<file path="src/rtl/rifl_rx_deframer.sv">
// -----------------------------------------------------------------------------
// rifl_rx_deframer
//   Receive-side frame decoder for a RIFL lane. Takes descrambled frames
//   (4-bit header, payload, CRC), tracks link state (DOWN/UP/ERROR), and
//   pushes data payloads into a first-word-fall-through FIFO that feeds an
//   AXI4-Stream master. Control frames drive remote pause and retransmit
//   indications.
//
// Ports
//   clk, rst_n              clock, asynchronous active-low reset
//   s_frame_data            frame: [FW-1:FW-4] header, [FW-5:CRC_WIDTH]
//                           payload, [CRC_WIDTH-1:0] CRC (checked upstream)
//   s_frame_valid           frame strobe (no backpressure)
//   s_frame_crc_ok          upstream CRC check result for this frame
//   s_aligned               lane frame alignment achieved
//   m_axis_*                AXI4-Stream output (tdata/tkeep/tlast/tvalid/tready)
//   rx_up                   link is in UP state
//   rx_error                one-cycle pulse on a bad frame or FIFO overflow
//   overflow                sticky FIFO overflow flag
//   pause_req               remote PAUSE in effect
//   local_pause             FIFO nearly full (count >= FIFO_DEPTH-2)
//   retrans_req, retrans_id one-cycle retransmit request and requested frame ID
// -----------------------------------------------------------------------------
module rifl_rx_deframer #(
   parameter int FRAME_WIDTH    = 256,
   parameter int CRC_WIDTH      = 12,
   parameter int FRAME_ID_WIDTH = 8,
   parameter int FIFO_DEPTH     = 8,
   parameter int PAUSE_HOLD     = 16
) (
   input  logic                                   clk,
   input  logic                                   rst_n,
   input  logic [FRAME_WIDTH-1:0]                 s_frame_data,
   input  logic                                   s_frame_valid,
   input  logic                                   s_frame_crc_ok,
   input  logic                                   s_aligned,
   output logic [FRAME_WIDTH-CRC_WIDTH-5:0]       m_axis_tdata,
   output logic [(FRAME_WIDTH-CRC_WIDTH-4)/8-1:0] m_axis_tkeep,
   output logic                                   m_axis_tlast,
   output logic                                   m_axis_tvalid,
   input  logic                                   m_axis_tready,
   output logic                                   rx_up,
   output logic                                   rx_error,
   output logic                                   overflow,
   output logic                                   pause_req,
   output logic                                   local_pause,
   output logic                                   retrans_req,
   output logic [FRAME_ID_WIDTH-1:0]              retrans_id
);

   localparam int PW     = FRAME_WIDTH - 4 - CRC_WIDTH;
   localparam int KW     = PW / 8;
   localparam int PTR_W  = $clog2(FIFO_DEPTH);
   localparam int CNT_W  = PTR_W + 1;
   localparam int HOLD_W = $clog2(PAUSE_HOLD + 1);

   localparam logic [3:0] HDR_DATA  = 4'hA;
   localparam logic [3:0] HDR_LAST  = 4'hB;
   localparam logic [3:0] HDR_PART  = 4'hC;
   localparam logic [3:0] HDR_IDLE  = 4'h5;
   localparam logic [3:0] HDR_PAUSE = 4'h6;
   localparam logic [3:0] HDR_RETX  = 4'h9;

   typedef struct packed {
      logic [PW-1:0] data;
      logic [KW-1:0] keep;
      logic          last;
   } beat_t;

   typedef enum logic [1:0] {ST_DOWN = 2'd0, ST_UP = 2'd1, ST_ERR = 2'd2} state_t;

   state_t                    state_q, state_d;
   logic [3:0]                hdr;
   logic [PW-1:0]             payload;
   logic [7:0]                part_k;
   logic                      is_data, hdr_bad, k_ok, frame_bad, active, ctl_ok;
   logic                      take, push, pop, full, drop;
   beat_t                     wr_beat, rd_beat;
   beat_t                     mem_q [FIFO_DEPTH];
   logic [PTR_W-1:0]          wr_ptr_q, wr_ptr_d, rd_ptr_q, rd_ptr_d;
   logic [CNT_W-1:0]          cnt_q, cnt_d;
   logic [HOLD_W-1:0]         hold_q, hold_d;
   logic                      rx_error_q, rx_error_d, overflow_q, overflow_d;
   logic                      pause_q, pause_d, lpause_q, lpause_d;
   logic                      rreq_q, rreq_d;
   logic [FRAME_ID_WIDTH-1:0] rid_q, rid_d;
   logic                      unused_crc;

   // Frame field extraction. The CRC was already checked upstream.
   assign hdr        = s_frame_data[FRAME_WIDTH-1 -: 4];
   assign payload    = s_frame_data[FRAME_WIDTH-5 -: PW];
   assign part_k     = payload[7:0];
   assign unused_crc = ^s_frame_data[CRC_WIDTH-1:0];

   always_comb begin
      is_data = 1'b0;
      hdr_bad = 1'b0;
      case (hdr)
         HDR_DATA, HDR_LAST, HDR_PART: is_data = 1'b1;
         HDR_IDLE, HDR_PAUSE, HDR_RETX: ;
         default: hdr_bad = 1'b1;
      endcase
   end

   // A partial frame must keep at least one byte and fewer than a full beat.
   assign k_ok      = (part_k != 8'd0) && ({24'd0, part_k} < 32'(KW));
   assign frame_bad = !s_frame_crc_ok || hdr_bad || ((hdr == HDR_PART) && !k_ok);
   // Losing alignment overrides the current state, so nothing is acted on.
   assign active    = s_aligned && (state_q != ST_DOWN);
   assign ctl_ok    = s_frame_valid && s_frame_crc_ok && active;

   // ---------------- state register ----------------
   always_ff @(posedge clk or negedge rst_n) begin
      if (!rst_n) state_q <= ST_DOWN;
      else        state_q <= state_d;
   end

   // ---------------- next state ----------------
   always_comb begin
      state_d = state_q;
      if (!s_aligned) begin
         state_d = ST_DOWN;
      end else if (s_frame_valid) begin
         case (state_q)
            ST_DOWN: if (s_frame_crc_ok && hdr == HDR_IDLE) state_d = ST_UP;
            ST_UP:   if (frame_bad) state_d = ST_ERR;
            ST_ERR:  if (s_frame_crc_ok && hdr == HDR_IDLE) state_d = ST_UP;
            default: state_d = ST_DOWN;
         endcase
      end
   end

   // ---------------- outputs / datapath ----------------
   always_comb begin
      pop  = m_axis_tvalid && m_axis_tready;
      full = (cnt_q == CNT_W'(FIFO_DEPTH));
      take = s_frame_valid && s_aligned && (state_q == ST_UP) && !frame_bad && is_data;
      // A full FIFO can still accept when the head leaves in the same cycle.
      push = take && (!full || pop);
      drop = take && full && !pop;

      wr_beat.data = payload;
      wr_beat.last = (hdr != HDR_DATA);
      wr_beat.keep = (hdr == HDR_PART) ? ~({KW{1'b1}} >> part_k) : {KW{1'b1}};

      wr_ptr_d = wr_ptr_q + PTR_W'(push);
      rd_ptr_d = rd_ptr_q + PTR_W'(pop);
      cnt_d    = cnt_q + CNT_W'(push) - CNT_W'(pop);
      lpause_d = (cnt_d >= CNT_W'(FIFO_DEPTH - 2));

      rx_error_d = (s_frame_valid && s_aligned && (state_q == ST_UP) && frame_bad) || drop;
      overflow_d = overflow_q || drop;

      rreq_d = ctl_ok && (hdr == HDR_RETX);
      rid_d  = rreq_d ? payload[FRAME_ID_WIDTH-1:0] : rid_q;

      // pause_req stays up while the hold counter is still non-zero, so a
      // single PAUSE yields PAUSE_HOLD+1 cycles of pause_req.
      if (!active) begin
         hold_d  = '0;
         pause_d = 1'b0;
      end else if (ctl_ok && hdr == HDR_PAUSE) begin
         hold_d  = HOLD_W'(PAUSE_HOLD);
         pause_d = 1'b1;
      end else begin
         pause_d = (hold_q != '0);
         hold_d  = (hold_q != '0) ? hold_q - 1'b1 : hold_q;
      end
   end

   always_ff @(posedge clk or negedge rst_n) begin
      if (!rst_n) begin
         wr_ptr_q   <= '0;
         rd_ptr_q   <= '0;
         cnt_q      <= '0;
         hold_q     <= '0;
         rx_error_q <= 1'b0;
         overflow_q <= 1'b0;
         pause_q    <= 1'b0;
         lpause_q   <= 1'b0;
         rreq_q     <= 1'b0;
         rid_q      <= '0;
      end else begin
         wr_ptr_q   <= wr_ptr_d;
         rd_ptr_q   <= rd_ptr_d;
         cnt_q      <= cnt_d;
         hold_q     <= hold_d;
         rx_error_q <= rx_error_d;
         overflow_q <= overflow_d;
         pause_q    <= pause_d;
         lpause_q   <= lpause_d;
         rreq_q     <= rreq_d;
         rid_q      <= rid_d;
      end
   end

   // Storage needs no reset: outputs are gated by tvalid, derived from cnt_q.
   always_ff @(posedge clk) begin
      if (push) mem_q[wr_ptr_q] <= wr_beat;
   end

   assign rd_beat       = mem_q[rd_ptr_q];
   assign m_axis_tvalid = (cnt_q != '0);
   assign m_axis_tdata  = m_axis_tvalid ? rd_beat.data : '0;
   assign m_axis_tkeep  = m_axis_tvalid ? rd_beat.keep : '0;
   assign m_axis_tlast  = m_axis_tvalid && rd_beat.last;

   assign rx_up       = (state_q == ST_UP);
   assign rx_error    = rx_error_q;
   assign overflow    = overflow_q;
   assign pause_req   = pause_q;
   assign local_pause = lpause_q;
   assign retrans_req = rreq_q;
   assign retrans_id  = rid_q;

endmodule

</file>
<file path="config.mk">
export PLATFORM = sky130hd
export DESIGN_NAME = rifl_rx_deframer
export DESIGN_NICKNAME = d
export VERILOG_FILES = /design/src/rtl/rifl_rx_deframer.sv
export SDC_FILE = /design/constraint.sdc
export NUM_CORES = 2
export LEC_CHECK = 0
export ABC_AREA = 1
export CAP_MARGIN = 40
export CORE_UTILIZATION = 30
export DETAILED_ROUTE_END_ITERATION = 10
export GPL_ROUTABILITY_DRIVEN = 0
export GPL_TIMING_DRIVEN = 1
export PLACE_DENSITY = 0.55
export SYNTH_ARGS = -nofsm -noshare
export SYNTH_HDL_FRONTEND = slang
export SYNTH_SLANG_ARGS = --single-unit
</file>
<file path="constraint.sdc">
create_clock -name clk -period 42 [get_ports clk]
set_clock_uncertainty 0.2 [all_clocks]
set_input_delay 4.2 -clock clk [delete_from_list [all_inputs] [get_ports clk]]
set_output_delay 4.2 -clock clk [all_outputs]
set_load 0.03 [all_outputs]
</file>
==> metrics.txt <==
Synth Area per Inst=roughly 13 µm²; Global Route Usage Sum=~15%; number of enable flip-flop cells after synthesis=2168; Worst Hold Endpoint=overflow; Synth Warn #=0; Initial Utilization=30.2%; Slew HR=24.3%; drt total wl=227 mm; Hold WS=approximately 0.27 ns; Synth top cells by count=edfxtp_1 (2168), nor2_1 (1658), o21ai_0 (834), o21ai_1 (547), clkbuf_1 (289); outcome=finished clean; Layout fillers=~27000; count leader, synth=edfxtp_1; mux cell area share after synthesis=0%; TritonCTS clock tree=yes; Post-Syn Instances=about 6400; post-synth top area cell=edfxtp_1; total number of H-tree levels=4; Post-Synth Adder-Cell Area=less than 1%; Syn Nets=6677; CP Cell Sequence=buf_4, buf_16, buf_12, buf_12, buf_4, o21ai_0, o22ai_1, o21ai_0, a31oi_1, clkdlybuf4s50_1; Clock transition at path regs=0.06 ns; TritonCTS buffer count=234; io pins=between 500 and 600; clock tree buffer depth=4; vias in the first global route=51400; total power per unit cell area=a little over 70 nW/µm²; R2R Setup Slk=36.66 ns; ANT nets after route=0; DR DRC count=0; delay of the slowest cell on the worst path=0.85 ns; initial antenna violation count=38; Least-Margin Pin Slew=1.14 ns; first-pass GRT wire length=roughly 330 mm; Die ar.=~290000 µm²; hold wc startpoint=overflow; DR pass1 iterations=5; WL/cell=21.0 µm; Final Hold Fails=0; period utilization=a little over a quarter; Final Setup Violations=0; Async SR Flop Fraction=roughly 1.4%; I/O Buffers=535; Iteration-0 DRC Markers=3809; Die Height=535 µm; # Post-CTS Setup Buffers=0; dpl cells=about 10000; core area=282000 µm²; CP endpoint kind=primary output; Hold Crit Class=flop to flop; routed vias=53000; Worst Reg-to-Reg Cells=12; DR vias/cell=4.91; clk sinks=2198; Hold Buf Count CTS=0; FF-to-FF End=mem_q[2][220]; critical path's slowest cell=dfrtp_4; RSZ-0062 raised after global routing=no; CP max FO=191; Yosys cell types=26; CP Class=flop to primary output; XOR/XNOR Fraction of Synth Area=0.0720%; combinational family with the most area after synthesis=compound AO/OA/AOI/OAI gates; Worst setup SP type=flop; WP data arrival=approximately 6.7 ns; Row Count=195; Resized cells post-CTS=0; Clk Latency, worst-skew pair=around 0.90 ns; synthesized flop and latch total=2198; share of cells above drive strength 1=6.66%; top area cells in the synthesized netlist=edfxtp_1 (76%), nor2_1 (7.3%), o21ai_0 (4.9%); largest net degree at the start of global routing=230; Worst VDD drop=60.5 µV; share of the synthesized area in the top cell type=76.5%; Netlist Area Pre-Place=~85000 µm²; f_max=90.3 MHz; Synth Flop Type=edfxtp_1; Root Buffer=clkbuf_16; fin nets=7114; global route overflow=0; Die X=535 µm; Reg-to-Reg Start=state_q[0]; max-cap viol count=0; Synth Area in Compound Gates=12.2%; Final Max Tran Viols=0; Bufs and invs on worst path=6; Sum Neg Setup Slack=0 ns; simple-gate share of the synthesized area=7.74%; Area growth syn-to-layout=20.2%; final core occ=36.3%; crit path time final=11.07 ns; LEAKAGE=~33 nW; sequential element share of the synthesized area=77.3%; WP data required=37.60 ns; Non-Filler Instances=10800; post-detail-place hpwl=119 mm; WHS Path Cells=2; top cell family by delay on the critical path=buffers and inverters
==> power by group <==
part | switching, W | internal, W
combinational | 0.00199 | 0.000968
clock | 0.000856 | 0.00115
sequential | 0.0000160 | 0.00241
total | 0.00287 | 0.00453
==> cell families after synthesis <==
| kind of cell | after synthesis |
|---|---|
| AND/OR/NAND/NOR | 1748 |
| buffers and inverters | 504 |
| adder cells (fa/ha/maj) | 13 |
| AO/OA/AOI/OAI | 1932 |
| XOR/XNOR | 7 |
| flip-flops | 2198 |
==> flip-flops by register name (all words and copies together) (netlist names) <==
| register | cells |
|---|---|
| cnt_q | 4 |
| hold_q | 5 |
| local_pause | 1 |
| mem_q | 2168 |
| overflow | 1 |
| pause_req | 1 |
| rd_ptr_q | 3 |
| retrans_id | 8 |
| retrans_req | 1 |
| rx_error | 1 |
| state_q | 2 |
| wr_ptr_q | 3 |
==> cell type report <==
cell class | count | area (µm²) | area share [%]
Sequential cell | 2198 | 65900 | 64.4
Clock inverter | 136 | 1330 | 1.30
Timing Repair Buffer | 654 | 6860 | 6.70
Tap cell | 3743 | 4680 | 4.58
Clock buffer | 286 | 6110 | 5.97
Inverter | 51 | 221 | 0.216
Antenna cell | 19 | 47.5 | 0.0465
Multi-Input combinational cell | 3700 | 17200 | 16.8
==> through the flow <==
stage / area, µm² / setup slack [ns] / power [W]
floorplan: 85100 / 24.53 / 0.00430
global placement: 94200 / 31.45 / 0.00542
detailed placement: 94900 / 31.37 / 0.00547
CTS: 102000 / 30.99 / 0.00748
global route: 102000 / 30.56 / 0.00776
finish: 102000 / 30.93 / 0.00739
==> layout by cell type, fill, tap and decap left out, types with 2 or more instances in the layout <==
cell             instances
a21oi_1                  5
a31oi_1                272
buf_12                  20
buf_16                  19
buf_2                    8
buf_4                   72
bufinv_16               18
clkbuf_1                47
clkbuf_16              235
clkbuf_8                 4
clkdlybuf4s50_1        535
clkinv_1                40
clkinv_16                6
clkinv_2                49
clkinv_4                 3
clkinvlp_4               9
dfrtp_1                 28
dfrtp_4                  2
diode_2                 19
edfxtp_1              2168
ha_1                    12
inv_1                   47
inv_6                    8
inv_8                    5
nand2_1                 71
nand3_1                 13
nand4_1                  2
nor2_1                1650
nor2_4                   8
nor3_1                   4
o21ai_0                834
o21ai_1                547
o22ai_1                271
xnor2_1                  3
xor2_1                   4
==> worst reg2reg max path: cells and delay by family (launching register included) <==
kind / cells / cell delay, ns
buffers and inverters: 5 / 3.04
and+or+nand+nor: 7 / 1.23
DFF: 1 / 0.40
==> metal layers <==
metal	global-route usage [%]	up-vias	part of all wire (%)
met3	3.22	354	6.1
li1	-	24600	-
met5	0	-	0.12
met1	20.4	26600	43
met2	25.4	1373	48
met4	4.22	42	2.3
==> worst max-delay path by stage <==
stage | startpoint | to | slack, ns | cells after the start
final | rd_ptr_q[0] | m_axis_tdata[229] | 30.93 | 10
after CTS | rd_ptr_q[1] | m_axis_tdata[199] | 30.99 | 11
after global routing | rd_ptr_q[0] | m_axis_tdata[229] | 30.56 | 10
after global placement | s_frame_data[18] | mem_q[2][223] | 31.45 | 14
after detailed placement | s_frame_data[18] | mem_q[2][223] | 31.37 | 14
after floorplan | s_frame_data[14] | mem_q[0][0] | 24.53 | 10
(Power assumes the default switching activity.)
